===== src/rtl/wb_arbiter_pkg.sv =====
// Shared widths, constants and source encoding for the register-file writeback arbiter.
package wb_arbiter_pkg;
  localparam int RegNumLog2 = 5;
  localparam int RegAddrBus = RegNumLog2;
  localparam int RegBus     = 32;
  localparam logic WriteEnable = 1'b1;
  localparam logic [RegBus-1:0] ZeroWord = '0;

  // Used both as the grant selector and as the age flag (value = older buffer).
  // Age resets to WbSrcLsu, which is also the tie-break for same-edge entries.
  typedef enum logic {
    WbSrcLsu  = 1'b0,
    WbSrcPipe = 1'b1
  } wb_src_e;

  // When both buffers match a query, the newer entry wins.
  function automatic logic fwd_pick_pipe(input logic p_match, input logic l_match,
                                         input wb_src_e older);
    return p_match && (!l_match || older == WbSrcLsu);
  endfunction
endpackage


===== src/rtl/wb_hold_buf.sv =====
// One-entry writeback holding buffer with two forwarding address comparators.
module wb_hold_buf
  import wb_arbiter_pkg::*;
#(
  parameter int DATA_W = RegBus,
  parameter int ADDR_W = RegAddrBus
) (
  input  logic              clk,
  input  logic              rst,
  input  logic              accept,
  input  logic              clear,
  input  logic [ADDR_W-1:0] in_addr,
  input  logic [DATA_W-1:0] in_data,
  input  logic [ADDR_W-1:0] q_addr1,
  input  logic [ADDR_W-1:0] q_addr2,
  output logic              valid,
  output logic [ADDR_W-1:0] addr,
  output logic [DATA_W-1:0] data,
  output logic              match1,
  output logic              match2
);
  always_ff @(posedge clk) begin
    if (rst) begin
      valid <= 1'b0;
      addr  <= '0;
      data  <= '0;
    end else if (accept && in_addr != '0) begin
      valid <= 1'b1;
      addr  <= in_addr;
      data  <= in_data;
    end else if (clear || accept) begin
      // x0 writes are swallowed: the slot is left empty
      valid <= 1'b0;
    end
  end

  assign match1 = valid && q_addr1 != '0 && addr == q_addr1;
  assign match2 = valid && q_addr2 != '0 && addr == q_addr2;
endmodule


===== src/rtl/wb_arbiter.sv =====
// Arbitrates the register file write port between pipeline and LSU writebacks,
// oldest-first, with forwarding of still-buffered results to decode.
module wb_arbiter
  import wb_arbiter_pkg::*;
#(
  parameter int DATA_W = RegBus,
  parameter int ADDR_W = RegAddrBus
) (
  input  logic              clk,
  input  logic              rst,
  input  logic              rdy,
  input  logic              pipe_valid,
  output logic              pipe_ready,
  input  logic [ADDR_W-1:0] pipe_waddr,
  input  logic [DATA_W-1:0] pipe_wdata,
  input  logic              lsu_valid,
  output logic              lsu_ready,
  input  logic [ADDR_W-1:0] lsu_waddr,
  input  logic [DATA_W-1:0] lsu_wdata,
  output logic              we,
  output logic [ADDR_W-1:0] waddr,
  output logic [DATA_W-1:0] wdata,
  input  logic [ADDR_W-1:0] q_addr1,
  output logic              q_hit1,
  output logic [DATA_W-1:0] q_data1,
  input  logic [ADDR_W-1:0] q_addr2,
  output logic              q_hit2,
  output logic [DATA_W-1:0] q_data2,
  output logic              idle
);
  logic              p_vld, l_vld;
  logic [ADDR_W-1:0] p_addr, l_addr;
  logic [DATA_W-1:0] p_data, l_data;
  logic              p_m1, p_m2, l_m1, l_m2;
  logic              gnt_vld, p_gnt, l_gnt;
  wb_src_e           gnt_src, age, age_nxt;
  logic              p_acc, l_acc, p_in, l_in, p_nv, l_nv;

  always_comb begin
    gnt_vld = p_vld || l_vld;
    gnt_src = WbSrcLsu;
    if (p_vld && l_vld) gnt_src = age;
    else if (p_vld)     gnt_src = WbSrcPipe;
  end

  assign p_gnt = gnt_vld && gnt_src == WbSrcPipe;
  assign l_gnt = gnt_vld && gnt_src == WbSrcLsu;

  assign pipe_ready = !rst && rdy && (!p_vld || p_gnt);
  assign lsu_ready  = !rst && rdy && (!l_vld || l_gnt);
  assign p_acc      = pipe_valid && pipe_ready;
  assign l_acc      = lsu_valid && lsu_ready;
  assign p_in       = p_acc && pipe_waddr != '0;
  assign l_in       = l_acc && lsu_waddr != '0;

  wb_hold_buf #(.DATA_W(DATA_W), .ADDR_W(ADDR_W)) u_pipe_buf (
    .clk(clk), .rst(rst), .accept(p_acc), .clear(rdy && p_gnt),
    .in_addr(pipe_waddr), .in_data(pipe_wdata), .q_addr1(q_addr1), .q_addr2(q_addr2),
    .valid(p_vld), .addr(p_addr), .data(p_data), .match1(p_m1), .match2(p_m2)
  );

  wb_hold_buf #(.DATA_W(DATA_W), .ADDR_W(ADDR_W)) u_lsu_buf (
    .clk(clk), .rst(rst), .accept(l_acc), .clear(rdy && l_gnt),
    .in_addr(lsu_waddr), .in_data(lsu_wdata), .q_addr1(q_addr1), .q_addr2(q_addr2),
    .valid(l_vld), .addr(l_addr), .data(l_data), .match1(l_m1), .match2(l_m2)
  );

  // Occupancy after this edge decides the age: an entry arriving next to a
  // surviving entry is the newer one; two arrivals at once tie to LSU-older.
  always_comb begin
    p_nv    = p_in || (p_vld && !(rdy && p_gnt));
    l_nv    = l_in || (l_vld && !(rdy && l_gnt));
    age_nxt = age;
    if (!p_nv || !l_nv)   age_nxt = WbSrcLsu;
    else if (l_in && !p_in) age_nxt = WbSrcPipe;
    else if (p_in)          age_nxt = WbSrcLsu;
  end

  always_ff @(posedge clk) begin
    if (rst) begin
      age   <= WbSrcLsu;
      we    <= 1'b0;
      waddr <= '0;
      wdata <= DATA_W'(ZeroWord);
    end else if (rdy) begin
      age <= age_nxt;
      if (gnt_vld) begin
        we    <= WriteEnable;
        waddr <= p_gnt ? p_addr : l_addr;
        wdata <= p_gnt ? p_data : l_data;
      end else begin
        we <= 1'b0;
      end
    end
  end

  always_comb begin
    q_hit1  = !rst && (p_m1 || l_m1);
    q_hit2  = !rst && (p_m2 || l_m2);
    q_data1 = '0;
    q_data2 = '0;
    if (!rst) begin
      if (fwd_pick_pipe(p_m1, l_m1, age)) q_data1 = p_data;
      else if (l_m1)                      q_data1 = l_data;
      if (fwd_pick_pipe(p_m2, l_m2, age)) q_data2 = p_data;
      else if (l_m2)                      q_data2 = l_data;
    end
  end

  assign idle = !p_vld && !l_vld && !we;
endmodule


===== config.mk =====
export PLATFORM = sky130hd
export DESIGN_NAME = wb_arbiter
export DESIGN_NICKNAME = d
export VERILOG_FILES = /design/src/rtl/wb_arbiter_pkg.sv /design/src/rtl/wb_hold_buf.sv /design/src/rtl/wb_arbiter.sv
export SDC_FILE = /design/constraint.sdc
export NUM_CORES = 1
export LEC_CHECK = 0
export ABC_AREA = 1
export BUFFER_PORTS_ARGS = -buffer_cell sky130_fd_sc_hd__buf_2
export CORE_MARGIN = 5
export CORE_UTILIZATION = 53
export CTS_CLUSTER_DIAMETER = 60
export DETAILED_ROUTE_END_ITERATION = 10
export GPL_ROUTABILITY_DRIVEN = 1
export HOLD_SLACK_MARGIN = 0.12
export PLACE_DENSITY = 0.81
export SLEW_MARGIN = 40
export SYNTH_ARGS = -nofsm -noshare
export SYNTH_HDL_FRONTEND = slang
export SYNTH_HIERARCHICAL = 1
export SYNTH_SLANG_ARGS = --single-unit

===== constraint.sdc =====
create_clock -name clk -period 2.2 [get_ports clk]
set_clock_uncertainty 0.1 [all_clocks]
set_input_delay 0.33 -clock clk [delete_from_list [all_inputs] [get_ports clk]]
set_output_delay 0.33 -clock clk [all_outputs]
set_load 0.01 [all_outputs]

==> flow_metrics.tcl, run 1 <==
set metrics [dict create \
    detailed_place_hpwl_um 16480 \
    hold_buffers 0 \
    antenna_cells 0 \
    path_max_fanout 11 \
    cts_made_buffers 17 \
    die_w_um 125.1 \
    synthToLayoutAreaGrowth_pct 40.28 \
    totalWireLength_um 27510 \
    power_uw 5795 \
    yosys_register_bits 115 \
    dr.first_iter.drc_count 1026 \
    syn-num-nets 1277 \
    postSynthAreaPerCell_um2 5.915 \
    regArea_mm2 0.002327 \
    nNetsFinal 1471 \
    grt-ovfl-total 0 \
    cts.sinks 115 \
    drive_gt1_share_pct 30.18 \
    failed_checks "setup timing" \
    power_leakage_uw 0.004781 \
    worst_pin_slew_ns 0.5048 \
    yosysTopAreaCell "dfxtp_1" \
    synth_edf_count 0 \
    slew_violations 0 \
    startpoint_type "register" \
    peakVddDrop_mv 0.5642 \
    ys_top_cells_by_area "dfxtp_1 33%, nand2_1 14%, a21oi_1 13%" \
    hold_class "input pin to register" \
    cts-root-buf "clkbuf_16" \
    grt_pass1_wl_um 41100 \
    core-area_mm2 0.01314 \
    synth_flop_cell "dfxtp_1" \
    rr_endpoint "u_pipe_buf/data[19]" \
    initial_core_util_pct 53.49 \
    fmax_mhz 392.6 \
    ys_async_sr_fraction_pct 0 \
    synth_commonest_cells "270 x nand2_1, 181 x a21oi_1, 178 x inv_1" \
    rsz0062_at_grt "yes" \
    worstReg2RegStart "u_lsu_buf/valid" \
    dieArea_mm2 0.01566 \
    max_slew_margin_pct 66.35 \
    end_kind "output port" \
    globalplace.congestion 0.9238 \
    grt_max_degree 51 \
    worstSetupEndpoint "q_data2[13]" \
    cts_tree "done" \
    hold_violations 0 \
    worstSetupPathType "register to output port" \
    reg2reg_slack_ns 0.17 \
    floorplan.rows 42 \
    cp-startpoint "u_pipe_buf/addr[4]" \
    drtAntennaViolNets 0 \
    num_io_pins 196 \
    ys_types 26 \
    fin_setup_tns_ns -18.67 \
    htreeDepth 4 \
    power_density_mw_per_mm2 587.9 \
    portBuffers 195 \
    syn-cell-area_mm2 0.007027 \
    vias_per_cell 5.671 \
    cts_buffer_depth 2 \
    grt_pass1_vias 8126 \
    holdPathStages 5 \
    cp.arrival_ns 2.12 \
    status "finished with violations" \
    nFillCells 1009 \
    first_pass_iters 6 \
    setup_slack_ns -0.3474 \
    antenna_found_initial 3 \
    setup_viol 66 \
    synth_top_area_share_pct 32.76 \
    required_ns 1.77 \
    rr_worst_depth 9 \
    clk_latency_ns 0.41 \
    path_clk_slew_ns 0.05 \
    ys_seq_area_share_pct 32.76 \
    post-route-min-period_ns 2.547 \
    die_h_um 125.1 \
    multiInputGateArea_mm2 0.004146 \
    synthCells 1188 \
    fin_crit_sh_pct 115.8 \
    grt.total_usage_pct 32.00 \
    vias 8909 \
    remaining_drc_errors 0 \
    cap_violations 0 \
    yosysMostFrequentCell "nand2_1" \
    drt-wirelength-per-cell_um 17.51 \
    yosys_warnings 6 \
]
[flip-flops by register name (all words and copies together), names as in the netlist, 5 cells and up]
signal	count
u_lsu_buf/addr	5
u_lsu_buf/data	32
u_pipe_buf/addr	5
u_pipe_buf/data	32
waddr	5
wdata	32
[area by class of cell]
cell class,count,share of cell area [%]
Multi-Input combinational cell,803,42.07
Sequential cell,115,23.61
Timing Repair Buffer,262,19.56
Inverter,183,6.969
Clock buffer,22,4.709
Tap cell,176,2.234
Clock inverter,10,0.8505
[critical path, cell delays in order, from the launching register on]
cell and delay, ns:
dfxtp_2 0.34, inv_2 0.06, buf_4 0.10, nand2_1 0.05, nand2_1 0.08, nand2_2 0.08
nor2_4 0.24, nand2_8 0.13, buf_6 0.15, buf_16 0.15, a21oi_2 0.16, buf_2 0.16
[kinds of logic after synthesis]
family	share of synthesized area, %
compound gates	18.30
xor+xnor	0.2493
buf+inv	15.99
flops	32.76
simple gates	32.69
[power by group]
group,switching (uW),internal (uW)
logic,548,350
clock network,973,1600
registers,125,2200
total,1650,4150
[per-layer routing]
| layer | vias up | wire length, um | GRT usage, % |
|---|---|---|---|
| met3 | 108 | 3463 | 7.633 |
| met4 | 6 | 1076 | 15.18 |
| met2 | 721 | 12700 | 51.03 |
| li1 | 4145 | - | - |
| met5 | - | 43 | 0 |
| met1 | 3929 | 10230 | 40.92 |
[metrics by stage]
step | setup slack (ns) | hold slack (ns) | util [%] | area, um2 | instances
2_1_floorplan | 0.1905 | 0.2991 | - | 7027 | 1188
3_3_place_gp | 0.02557 | 0.3985 | 63.21 | 8304 | 1515
3_5_place_dp | -0.007849 | 0.4045 | 63.21 | 8304 | 1515
4_1_cts | -0.3291 | 0.1263 | 73.10 | 9603 | 1569
5_1_grt | -0.4384 | 0.1474 | 75.03 | 9857 | 1571
6_report | -0.3474 | 0.1288 | 75.03 | 9857 | 1571
[layout by cell type, fill, tap and decap left out, types with 7 or more instances in the layout]
master and count:
nand2_1 263, buf_2 188, inv_1 171, nand3_1 158, a21oi_1 130, dfxtp_1 103
nor2_1 99, a21oi_2 43, o21ai_1 34, buf_4 32, o21ai_2 21, clkbuf_16 19
buf_12 18, buf_6 15, inv_2 12, a21oi_4 8, o21ai_0 8, dfxtp_2 8
o21ai_4 7
[timing repair]
| item | 4_1_cts | 5_1_grt |
|---|---|---|
| endpoints found under the hold margin | 0 | 0 |
| cloned | 9 | 3 |
| pin swaps | 10 | 15 |
| buffers inserted | 13 | 3 |
| endpoints found under the setup margin | 66 | 67 |
| resized for setup | 153 | 74 |
[worst min path at each step]
| stage | startpoint | to | slack (ns) |
|---|---|---|---|
| after floorplan | rst | u_lsu_buf/valid | 0.30 |
| after global placement | u_lsu_buf/addr[0] | u_lsu_buf/addr[0] | 0.40 |
| after detailed placement | u_lsu_buf/addr[0] | u_lsu_buf/addr[0] | 0.40 |
| after CTS | pipe_wdata[10] | u_pipe_buf/data[10] | 0.13 |
| after global routing | pipe_wdata[14] | u_pipe_buf/data[14] | 0.15 |
| final | pipe_wdata[11] | u_pipe_buf/data[11] | 0.13 |
(Power assumes the default switching activity.)
==> inputs of run 2 (changes only) <==
- PLACE_DENSITY: 0.81 -> not set
- PLACE_DENSITY_LB_ADDON: not set -> 0.12
==> run 2 against run 1 <==
The flow still finishes with violations (setup timing). Sequential cell count is the same. Routed wire length decreased by 4.1%. Sequential power about the same. Hold slack got worse by 0.0069 ns. Largest cell class unchanged. Critical path type unchanged. Power increased by 8.2%. Design area decreased by 0.30%. First-iteration DRC count increased by 13%. Non-clock buffer count fell by 1.
==> flow_metrics.tcl, run 2 (synthesis gave the netlist of run 1 again) <==
set metrics [dict create \
    max_slew_margin_pct 60.62 \
    fin_crit_sh_pct 117.9 \
    nFillCells 1119 \
    path_clk_slew_ns 0.06 \
    antenna_found_initial 0 \
    cts_tree "done" \
    cts_buffer_depth 2 \
    initial_core_util_pct 53.49 \
    largest_registers "u_lsu_buf/data (32), u_pipe_buf/data (32), wdata (32)" \
    nNetsFinal 1469 \
    clk_latency_ns 0.42 \
    fmax_mhz 385.4 \
    grt_pass1_wl_um 40480 \
    first_pass_iters 6 \
    synthToLayoutAreaGrowth_pct 39.85 \
    vias_per_cell 5.612 \
    hold_ws_ns 0.1219 \
    detailed_place_hpwl_um 15760 \
    startpoint_type "register" \
    core-area_mm2 0.01314 \
    path_max_fanout 12 \
    htreeDepth 4 \
    die_h_um 125.1 \
    final_common_cell "nand2_1" \
    vias 8800 \
    post-route-min-period_ns 2.595 \
    setup_slack_ns -0.3947 \
    cts-root-buf "clkbuf_16" \
    globalplace.congestion 0.9096 \
    peakVddDrop_mv 0.5054 \
    grt-ovfl-total 0 \
    grt_pass1_vias 7965 \
    fin_setup_tns_ns -20.04 \
    power_uw 6268 \
    place_inst 1509 \
    antenna_cells 0 \
    grt.total_usage_pct 31.40 \
    cap_violations 0 \
    stdcell_count 1568 \
    num_io_pins 196 \
    power_leakage_uw 0.004791 \
    dr.first_iter.drc_count 1155 \
    final_cell_mix "262 x nand2_1, 189 x buf_2, 175 x inv_1, 158 x nand3_1, 135 x a21oi_1" \
    cts.sinks 115 \
    drtAntennaViolNets 0 \
    remaining_drc_errors 0 \
    cts_made_buffers 17 \
    die_w_um 125.1 \
    totalWireLength_um 26390 \
    power_density_mw_per_mm2 637.8 \
    floorplan.rows 42 \
    portBuffers 195 \
    slew_violations 0 \
    grt_max_degree 68 \
    hold_class "input pin to register" \
    drt-wirelength-per-cell_um 16.83 \
    end_kind "output port" \
    required_ns 1.77 \
    worstSetupPathType "register to output port" \
    setup_viol 66 \
    failed_checks "setup timing" \
    hold_violations 0 \
    worst_pin_slew_ns 0.5907 \
    drive_gt1_share_pct 27.80 \
    cp.arrival_ns 2.16 \
    status "finished with violations" \
    rsz0062_at_grt "yes" \
    dieArea_mm2 0.01566 \
]
## run 2: final timing paths
kind | from | to | slack [ns] | cells after the start
hold reg to reg | u_pipe_buf/addr[0] | u_pipe_buf/addr[0] | 0.41 | 2
setup reg to reg | u_pipe_buf/valid | u_pipe_buf/data[7] | 0.21 | 9
hold / removal | pipe_wdata[14] | u_pipe_buf/data[14] | 0.12 | 5
setup / recovery | u_lsu_buf/addr[3] | q_data1[8] | -0.39 | 11
## run 2: repair_timing
item,in CTS,in global routing
hold buffers,1,0
setup endpoints to repair,66,67
gates resized for setup,104,45
gates cloned,9,3
endpoints found under the hold margin,1,0
pin swaps,13,14
setup buffers,13,5
## run 2: critical path, cell delays in order, from the launching register on
cell and delay [ns]:
dfxtp_4 0.36, inv_2 0.04, nand2_2 0.05, nand2_1 0.06
nor2_1 0.13, nand3_1 0.13, nor2_4 0.12, buf_4 0.16
bufbuf_16 0.29, nand2_1 0.09, a21oi_2 0.16, buf_2 0.15
## run 2: layer usage
metal / GRT usage, % / vias up / share of wire, %
met3: 7.377 / 79 / 12
li1: - / 4134 / -
met4: 10.40 / 0 / 2.9
met5: 0 / - / 0
met1: 41.34 / 3976 / 40
met2: 50.96 / 611 / 46
## run 2: stage by stage
step / instance area, um2 / setup slack (ns) / utilization [%]
after detailed placement: 8284 / -0.001952 / 63.06
final: 9827 / -0.3947 / 74.80
after global placement: 8284 / 0.003969 / 63.06
after global routing: 9827 / -0.4930 / 74.80
after CTS: 9625 / -0.3250 / 73.27
after floorplan: 7027 / 0.1905 / -
## run 2: power breakdown
part	internal (uW)	total (uW)	leakage (uW)	switching (uW)
Combinational	346	881	0.00352	535
Sequential	2200	2310	0.000945	111
Clock	2090	3080	0.000323	990
Total	4630	6270	0.00479	1640
## run 2: final cells by class
class / instances / area, um2 / share of cell area (%)
Multi-Input combinational cell: 802 / 3979 / 40.49
Timing Repair Buffer: 261 / 1963 / 19.98
Clock buffer: 21 / 470.5 / 4.787
Inverter: 183 / 689.4 / 7.016
Sequential cell: 115 / 2326 / 23.67
Tap cell: 176 / 220.2 / 2.241
Clock inverter: 10 / 178.9 / 1.821
